**src/rtl/seq_det_pkg.sv**
```systemverilog
// seq_det_pkg
// Shared elaboration-time helpers for the parameterised sequence detector.
// Holds the mode / overlap constant names and the functions that turn a
// PATTERN value into its KMP prefix-failure and next-state (delta) tables.
// Pattern bits are numbered in arrival order: bit j of the sequence is
// PATTERN[PAT_W-1-j], so PATTERN[PAT_W-1] is the first bit received.
package seq_det_pkg;

  localparam int MODE_MOORE  = 0;
  localparam int MODE_MEALY  = 1;
  localparam int OVERLAP_OFF = 0;
  localparam int OVERLAP_ON  = 1;
  localparam int MAX_PAT_W   = 16;

  // Bit j of the sequence in arrival order. A shift is used so that the
  // select never needs a narrowed index.
  function automatic logic pat_bit(input logic [15:0] pat, input int w, input int j);
    logic [15:0] sh;
    sh = pat >> (w - 1 - j);
    return sh[0];
  endfunction

  // Length of the longest proper prefix of the first k pattern bits that is
  // also a suffix of them (classic KMP failure value, k in 1..w).
  function automatic int failure(input logic [15:0] pat, input int w, input int k);
    int  res;
    logic ok;
    res = 0;
    for (int len = MAX_PAT_W - 1; len >= 1; len--) begin
      if (res == 0 && len < k) begin
        ok = 1'b1;
        for (int j = 0; j < MAX_PAT_W; j++) begin
          if (j < len) begin
            if (pat_bit(pat, w, j) != pat_bit(pat, w, k - len + j)) ok = 1'b0;
          end
        end
        if (ok) res = len;
      end
    end
    return res;
  endfunction

  // Next prefix length after seeing bit b in prefix state s (s in 0..w).
  // Extends on a matching bit, otherwise walks down the failure chain.
  function automatic int delta(input logic [15:0] pat, input int w, input int s, input logic b);
    int   cur;
    int   res;
    logic done;
    cur  = s;
    res  = 0;
    done = 1'b0;
    for (int it = 0; it <= MAX_PAT_W; it++) begin
      if (!done) begin
        if (cur < w) begin
          if (pat_bit(pat, w, cur) == b) begin
            res  = cur + 1;
            done = 1'b1;
          end
        end
        if (!done) begin
          if (cur == 0) begin
            res  = 0;
            done = 1'b1;
          end else begin
            cur = failure(pat, w, cur);
          end
        end
      end
    end
    return res;
  endfunction

endpackage

```
**src/rtl/sat_counter.sv**
```systemverilog
// sat_counter
// Saturating up-counter for detected matches.
//   clk   : rising-edge clock
//   rst   : asynchronous active-low reset, clears the count
//   inc   : add one this cycle (ignored once all-ones)
//   clr   : synchronous clear, wins over inc
//   count : current count
//   sat   : high while count is all-ones
module sat_counter #(
  parameter int CNT_W = 8
) (
  input  logic             clk,
  input  logic             rst,
  input  logic             inc,
  input  logic             clr,
  output logic [CNT_W-1:0] count,
  output logic             sat
);

  logic [CNT_W-1:0] count_q;
  logic [CNT_W-1:0] count_d;

  // Clear has priority; increment stops at all-ones instead of wrapping.
  always_comb begin
    count_d = count_q;
    if (clr) begin
      count_d = '0;
    end else if (inc && !(&count_q)) begin
      count_d = count_q + 1'b1;
    end
  end

  always_ff @(posedge clk or negedge rst) begin
    if (!rst) begin
      count_q <= '0;
    end else begin
      count_q <= count_d;
    end
  end

  assign count = count_q;
  assign sat   = &count_q;

endmodule

```
**src/rtl/seq_detector_param.sv**
```systemverilog
// seq_detector_param
// Serial pattern detector built on a KMP automaton whose tables are derived
// from PATTERN at elaboration. Supports overlapping / restarting matches and
// Mealy (same-cycle) or Moore (registered) match pulses, plus a saturating
// match counter.
//   clk         : rising-edge clock
//   rst         : asynchronous active-low reset
//   in          : serial data bit
//   in_valid    : in is accepted only while high
//   clear       : synchronous restart of detector and counter
//   out         : one-cycle match pulse
//   match_count : matches since reset/clear (saturating)
//   count_sat   : high while match_count is all-ones
module seq_detector_param
  import seq_det_pkg::*;
#(
  parameter int               PAT_W   = 5,
  parameter logic [PAT_W-1:0] PATTERN = 5'b10110,
  parameter int               OVERLAP = OVERLAP_ON,
  parameter int               MEALY   = MODE_MEALY,
  parameter int               CNT_W   = 8
) (
  input  logic             clk,
  input  logic             rst,
  input  logic             in,
  input  logic             in_valid,
  input  logic             clear,
  output logic             out,
  output logic [CNT_W-1:0] match_count,
  output logic             count_sat
);

  localparam int              SW        = $clog2(PAT_W + 1);
  localparam logic [15:0]     PAT16     = 16'(PATTERN);
  localparam int              RESTART   = (OVERLAP == OVERLAP_ON) ? failure(PAT16, PAT_W, PAT_W) : 0;
  localparam logic [SW-1:0]   MATCH_S   = SW'(PAT_W);
  localparam logic [SW-1:0]   RESTART_S = SW'(RESTART);

  // Next-state tables indexed by prefix length, one per input bit value.
  logic [SW-1:0] next0_tab [PAT_W+1];
  logic [SW-1:0] next1_tab [PAT_W+1];

  for (genvar s = 0; s <= PAT_W; s++) begin : g_delta
    localparam int N0 = delta(PAT16, PAT_W, s, 1'b0);
    localparam int N1 = delta(PAT16, PAT_W, s, 1'b1);
    assign next0_tab[s] = SW'(N0);
    assign next1_tab[s] = SW'(N1);
  end

  logic [SW-1:0] state_q;
  logic [SW-1:0] state_d;
  logic [SW-1:0] base_s;
  logic [SW-1:0] next_s;
  logic          match_now;

  // Only the Moore detector ever parks in the full-match state; leaving it
  // behaves as if we were already at the restart prefix, which also makes
  // an idle cycle drop the state so the pulse stays one cycle wide.
  // A clear on the same cycle as a match suppresses both pulse and count.
  always_comb begin
    base_s = state_q;
    if (state_q == MATCH_S) begin
      base_s = RESTART_S;
    end
    next_s    = in ? next1_tab[base_s] : next0_tab[base_s];
    match_now = in_valid && !clear && (next_s == MATCH_S);

    state_d = base_s;
    if (clear) begin
      state_d = '0;
    end else if (in_valid) begin
      if (MEALY == MODE_MEALY && next_s == MATCH_S) begin
        state_d = RESTART_S;
      end else begin
        state_d = next_s;
      end
    end

    if (MEALY == MODE_MEALY) begin
      out = rst && match_now;
    end else begin
      out = (state_q == MATCH_S);
    end
  end

  always_ff @(posedge clk or negedge rst) begin
    if (!rst) begin
      state_q <= '0;
    end else begin
      state_q <= state_d;
    end
  end

  // A match in either mode is counted on the edge that completes it.
  sat_counter #(
    .CNT_W(CNT_W)
  ) u_cnt (
    .clk  (clk),
    .rst  (rst),
    .inc  (match_now),
    .clr  (clear),
    .count(match_count),
    .sat  (count_sat)
  );

endmodule
```
**config.mk**
```make
export PLATFORM = sky130hd
export DESIGN_NAME = seq_detector_param
export DESIGN_NICKNAME = d
export VERILOG_FILES = /design/src/rtl/seq_det_pkg.sv /design/src/rtl/sat_counter.sv /design/src/rtl/seq_detector_param.sv
export SDC_FILE = /design/constraint.sdc
export NUM_CORES = 1
export LEC_CHECK = 0
export BUFFER_PORTS_ARGS = -buffer_cell sky130_fd_sc_hd__buf_2
export CAP_MARGIN = 20
export CORE_MARGIN = 2
export CORE_UTILIZATION = 39
export CTS_BUF_LIST = sky130_fd_sc_hd__clkbuf_4
export DETAILED_ROUTE_END_ITERATION = 12
export PLACE_DENSITY_LB_ADDON = 0.05
export RECOVER_POWER = 25
export SYNTH_ARGS = -nofsm -noshare
export SYNTH_HDL_FRONTEND = slang
export SYNTH_HIERARCHICAL = 1
export SYNTH_SLANG_ARGS = --single-unit
```
**constraint.sdc**
```tcl
create_clock -name clk -period 2.65 [get_ports clk]
set_clock_uncertainty 0.2 [all_clocks]
set_input_delay 0.795 -clock clk [delete_from_list [all_inputs] [get_ports clk]]
set_output_delay 0.795 -clock clk [all_outputs]
set_load 0.02 [all_outputs]
```
-- Word-level counts from Yosys, hierarchy flattened
Memory sizes are Yosys's and may differ from the RTL's.
Index checks and enable logic that the tools add are counted.
- $add $sub $neg: 1
- $lt $le $gt $ge: 1
- equality and inequality tests: 2
- muxes and demuxes: 11
- bitwise gates (word level): 1
- reduce and logical (&&, ||, !) cells: 8
- operator list (kind ; number):
    3-bit 2-to-1 mux ; 9
    8-bit 2-to-1 mux ; 2
    8-bit by 1-bit adder with 8-bit output, second input constant ; 1
    8-bit AND reduction ; 1
    3-bit equality test, second input constant ; 2
    4-bit greater-or-equal comparator, second input constant ; 1
    1-bit logical AND ; 4
    3-bit inverter with 4-bit output ; 1
    1-bit zero test ; 2
    2-bit nonzero test ; 1
- register bits: 11
- ROM bits: 48
- input port bits: 5
- output and inout port bits: 10
- word-level logic and storage cells: 28
- memories kept: 2
- memory list (memory ; words ; bits a word ; read ports ; clocked after memory_dff ; write ports ; line ; source):
    (no name shown) ; 8 ; 3 ; 1 ; 0 ; 0 ; seq_detector_param.sv:65 ; next_s = in ? next1_tab[base_s] : next0_tab[base_s];
    (no name shown) ; 8 ; 3 ; 1 ; 0 ; 0 ; seq_detector_param.sv:65 ;

-- Logic depth before layout (Yosys ltp)
- word-level depth: 12
- mapped depth: 5
- mapped depth without buffers: 5

-- Modules after synthesis
Netlist, hierarchy kept.
- modules (own cells, without submodules) (module ; times used ; cells each ; area an instance (µm²) ; sequential area each (µm²)):
    sat_counter ; 1 ; 45 ; 475.5 ; 200.2
    seq_detector_param ; 1 ; 24 ; 198.9 ; 75.1

-- Worst setup path after synthesis
No wires, ideal clock.
- path type: input to output
- start: input port in
- end: output port out
- arrival time: 1.651 ns
- data required time: 1.655 ns
- setup slack: 0.004 ns
- cell stages on the path: 3
- path through: nand2b_1 nor3_1 and2_1
- word-level cells in the longest chain between the ends: 4
- RTL lines (element ; line ; source):
    from (decl) ; seq_detector_param.sv:25 ; input logic in,
    3-bit 2-to-1 mux ; seq_detector_param.sv:65 ;
    3-bit equality test ; seq_detector_param.sv:66 ; match_now = in_valid && !clear && (next_s == MATCH_S);
    1-bit logical AND ; seq_detector_param.sv:66 ;
    net match_now ; seq_detector_param.sv:54 ; logic match_now;
    1-bit logical AND ; seq_detector_param.sv:80 ; out = rst && match_now;
    to (decl) ; seq_detector_param.sv:28 ; output logic out,
The timed path passes the listed nets, and every way through them passes these cells.

-- Worst setup path in the final report
Same ends and word-level chain as after synthesis.

==> impl_metrics.xml <==
<?xml version="1.0" encoding="UTF-8"?>
<metrics>
  <group name="outcome">
    <metric name="status" unit="">complete, no violations</metric>
  </group>
  <group name="min_path">
    <metric name="worst_hold_path.endpoint" unit="">u_cnt/count[4]</metric>
    <metric name="hold_path.startpoint" unit="">u_cnt/count[4]</metric>
    <metric name="worst_hold_path.num_cells" unit="">1</metric>
    <metric name="worst_hold_path_type" unit="">flip-flop to flip-flop</metric>
  </group>
  <group name="grt">
    <metric name="grt_max_degree" unit="">15</metric>
    <metric name="via_count_of_the_first_global_routing_pass" unit="">580</metric>
    <metric name="global_route.overflow_total" unit="">0</metric>
    <metric name="global_route.usage.total" unit="%">17.1</metric>
    <metric name="number_of_antenna_violations_at_the_first_check_in_global_routing" unit="">0</metric>
    <metric name="wire_length_of_the_first_global_routing_pass" unit="mm">2.53</metric>
  </group>
  <group name="logic_synthesis">
    <metric name="synthTopCellsByArea" unit="">sky130_fd_sc_hd__dfrtp_1 (41%), sky130_fd_sc_hd__nand2b_1 (4.6%), sky130_fd_sc_hd__a21oi_1 (4.5%), sky130_fd_sc_hd__inv_1 (3.3%), sky130_fd_sc_hd__nor3_1 (3.0%)</metric>
    <metric name="syn-cell-area" unit="µm²">674</metric>
    <metric name="yosys_most_used_dff" unit="">sky130_fd_sc_hd__dfrtp_1</metric>
    <metric name="synthMuxAreaShare" unit="%">3.71</metric>
    <metric name="synth_cell_types" unit="">33</metric>
    <metric name="yosys_register_bits" unit="">11</metric>
    <metric name="yosysSeqAreaShare" unit="%">40.8</metric>
    <metric name="synth_compound_area_share" unit="%">20.6</metric>
    <metric name="synthAdderAreaFrac" unit="%">1.86</metric>
    <metric name="synth_enable_flop_cells" unit="">0</metric>
    <metric name="main_combinational_cell_family_by_area_after_synthesis" unit="">simple AND/OR/NAND/NOR gates</metric>
    <metric name="syn-num-nets" unit="">75</metric>
    <metric name="cell_taking_the_most_area_after_synthesis" unit="">sky130_fd_sc_hd__dfrtp_1</metric>
    <metric name="syn_area_per_cell" unit="µm²">9.77</metric>
    <metric name="synth_warnings" unit="">6</metric>
    <metric name="synth_simple_gate_area_share" unit="%">26.9</metric>
    <metric name="post_synth_xor_area_fraction" unit="%">0</metric>
    <metric name="synth_async_sr_flop_share" unit="%">100</metric>
    <metric name="syn-instance-count" unit="">69</metric>
    <metric name="synth_top_cell_area_share" unit="%">40.8</metric>
  </group>
  <group name="cts">
    <metric name="numCtsBuffers" unit="">3</metric>
    <metric name="cts-hold-fix-buffers" unit="">0</metric>
    <metric name="clock_tree.buffer_depth" unit="">2</metric>
    <metric name="cts_tree" unit="">done</metric>
    <metric name="numClockSinks" unit="">11</metric>
    <metric name="post_cts_resize_count" unit="">0</metric>
    <metric name="clkLatencyLatePin" unit="ns">0.27</metric>
    <metric name="clock_pin_slew_of_the_registers_on_the_worst_case_setup_and_hold_paths" unit="ns">0.08</metric>
    <metric name="cts_post_setup_buffers_inserted" unit="">0</metric>
    <metric name="clk_root_buffer_cell" unit="">sky130_fd_sc_hd__clkbuf_4</metric>
    <metric name="clock_tree.htree_level_count" unit="">1</metric>
  </group>
  <group name="placement">
    <metric name="place.detailed.instances" unit="">103</metric>
    <metric name="place.gp.congestion" unit="">0.756</metric>
    <metric name="dpl_cell_area" unit="µm²">785</metric>
    <metric name="detailed_place_hpwl" unit="mm">1.08</metric>
    <metric name="port_buffers" unit="">14</metric>
  </group>
  <group name="route">
    <metric name="detailroute.via_count" unit="">617</metric>
    <metric name="drt-initial-drc-count" unit="">13</metric>
    <metric name="detail-route-antenna-nets" unit="">0</metric>
    <metric name="route.detailed.wl_per_inst" unit="µm">13.6</metric>
    <metric name="route.detailed.drc" unit="">0</metric>
    <metric name="drt_pass1_iterations" unit="">4</metric>
    <metric name="routed_wl" unit="mm">1.45</metric>
    <metric name="routed_via_density" unit="">5.77</metric>
  </group>
  <group name="layout">
    <metric name="postLayoutCellArea" unit="µm²">815</metric>
    <metric name="nets" unit="">97</metric>
    <metric name="insertedDiodeCount" unit="">0</metric>
    <metric name="syn2layout_area_growth" unit="%">20.8</metric>
    <metric name="fin_cells" unit="">107</metric>
    <metric name="layout_commonest_cell" unit="">sky130_fd_sc_hd__buf_2</metric>
    <metric name="drive_gt1_share" unit="%">32.2</metric>
    <metric name="commonest_non_fill_non_tap_cells_in_the_layout" unit="">sky130_fd_sc_hd__buf_2 (13), sky130_fd_sc_hd__dfrtp_1 (11), sky130_fd_sc_hd__inv_1 (6), sky130_fd_sc_hd__a21oi_1 (6), sky130_fd_sc_hd__nand2b_1 (5)</metric>
    <metric name="finalCoreUtilization" unit="%">48.8</metric>
    <metric name="n_fill_cell" unit="">165</metric>
  </group>
  <group name="floorplanning">
    <metric name="die-area" unit="µm²">2080</metric>
    <metric name="start_util" unit="%">40.4</metric>
    <metric name="placeableCoreArea" unit="µm²">1670</metric>
    <metric name="num_io_pins" unit="">15</metric>
    <metric name="die_height" unit="µm">45.6</metric>
    <metric name="die_w" unit="µm">45.6</metric>
    <metric name="row_count" unit="">15</metric>
  </group>
  <group name="worst_setup_path">
    <metric name="timing.reg2reg.setup_slack" unit="ns">0.89</metric>
    <metric name="worstSetupEndpointType" unit="">output port</metric>
    <metric name="critical_path_class" unit="">primary input to output port</metric>
    <metric name="required" unit="ns">1.66</metric>
    <metric name="timing.reg2reg.worst_path_depth" unit="">5</metric>
    <metric name="worst_ep_arrival_time" unit="ns">1.56</metric>
    <metric name="critical_path.startpoint_type" unit="">primary input</metric>
    <metric name="worst-path-max-fanout" unit="">3</metric>
    <metric name="critical_path.reg2reg.startpoint" unit="">state_q[0]</metric>
    <metric name="reg2reg_to" unit="">u_cnt/count[0]</metric>
  </group>
  <group name="power">
    <metric name="combinationalPowerShare" unit="%">6.9</metric>
    <metric name="power.density_cell_area" unit="nW/µm²">393</metric>
    <metric name="clock_network_power_share" unit="%">39.8</metric>
    <metric name="power.internal" unit="mW">0.247</metric>
    <metric name="power.share.sequential" unit="%">53.3</metric>
    <metric name="leakagePower" unit="nW">0.384</metric>
    <metric name="p_sw_share" unit="%">23.0</metric>
    <metric name="vdd.ir_drop.worst" unit="µV">268</metric>
    <metric name="power_switching" unit="mW">0.0736</metric>
  </group>
  <group name="timing">
    <metric name="max-slew-margin-rel" unit="%">58.1</metric>
    <metric name="maxClockFrequency" unit="MHz">392</metric>
    <metric name="finalWorstPathRequiredPeriod" unit="ns">2.55</metric>
    <metric name="setup_total_negative_slack" unit="ns">0</metric>
    <metric name="setup_viol" unit="">0</metric>
    <metric name="worstMarginPinSlew" unit="ns">0.628</metric>
    <metric name="report.final.slew_viol_count" unit="">0</metric>
    <metric name="final_period_util" unit="%">96.3</metric>
    <metric name="final-hold-violation-count" unit="">0</metric>
    <metric name="grt_setup_unrepaired" unit="">false</metric>
  </group>
  <group name="job">
    <metric name="maxCapViolations" unit="">0</metric>
  </group>
</metrics>
## critical path: stages
cell                       delay [ns]
sky130_fd_sc_hd__buf_2           0.10
sky130_fd_sc_hd__nand2b_1        0.18
sky130_fd_sc_hd__nor3_2          0.18
sky130_fd_sc_hd__and2_1          0.15
sky130_fd_sc_hd__buf_2           0.16
## registers in the layout (all words and copies together) (netlist names)
| register | count |
|---|---|
| u_cnt/count | 8 |
| state_q | 3 |
## cells in the mapped netlist (2+ instances only)
cell type	count
sky130_fd_sc_hd__dfrtp_1	11
sky130_fd_sc_hd__a21oi_1	6
sky130_fd_sc_hd__inv_1	6
sky130_fd_sc_hd__nand2b_1	5
sky130_fd_sc_hd__nor3_1	4
sky130_fd_sc_hd__a31oi_1	3
sky130_fd_sc_hd__nand4_1	3
sky130_fd_sc_hd__a211oi_1	2
sky130_fd_sc_hd__nand2_1	2
sky130_fd_sc_hd__nand4b_1	2
sky130_fd_sc_hd__o211ai_1	2
sky130_fd_sc_hd__o21ai_0	2
## power groups by stage
stage	Clock, mW	Sequential (mW)	Combinational, mW
after floorplan	0	0.173	0.00875
after global placement	0	0.174	0.0230
after detailed placement	0	0.174	0.0231
after CTS	0.132	0.171	0.0230
after global routing	0.142	0.171	0.0254
final	0.128	0.171	0.0221
## cell type report
class / instances / area, µm² / share of cell area (%)
inverters: 6 / 22.5 / 2.76
repair buffers: 19 / 103 / 12.6
flip-flops and latches: 11 / 275 / 33.8
clock buffers: 4 / 30.0 / 3.69
multi-input cells: 50 / 363 / 44.5
well taps: 17 / 21.3 / 2.61
## through the flow
step	worst slack (ns)	hold WS [ns]	power, mW
6_report	0.0979	0.384	0.320
5_1_grt	0.0304	0.417	0.338
4_1_cts	0.0196	0.262	0.326
3_5_place_dp	0.0209	0.369	0.197
3_3_place_gp	0.0521	0.370	0.197
2_1_floorplan	0.00417	0.299	0.182
## per-layer routing
layer | vias up | part of all wire (%) | GRT usage [%]
met5 | - | 0 | 0
met4 | 0 | 0 | 3.53
met3 | 0 | 6.3 | 7.14
met2 | 20 | 48 | 27.0
met1 | 293 | 45 | 21.8
li1 | 304 | - | -
## cells by family (layout without fill, tap and decap cells)
logic type | count (synthesis) | count (layout)
AND/OR/NAND/NOR | 27 | 27
AO/OA/AOI/OAI | 20 | 20
flip-flops | 11 | 11
buffers and inverters | 8 | 29
multiplexers | 2 | 2
adder cells (fa/ha/maj) | 1 | 1
## worst max path at each step
stage	startpoint	endpoint	depth (start not counted)
2_1_floorplan	in	out	3
3_3_place_gp	in	out	5
3_5_place_dp	in	out	5
4_1_cts	in	out	5
5_1_grt	u_cnt/count[0]	count_sat	5
6_report	in	out	5
Power figures use the tool's default switching activity.
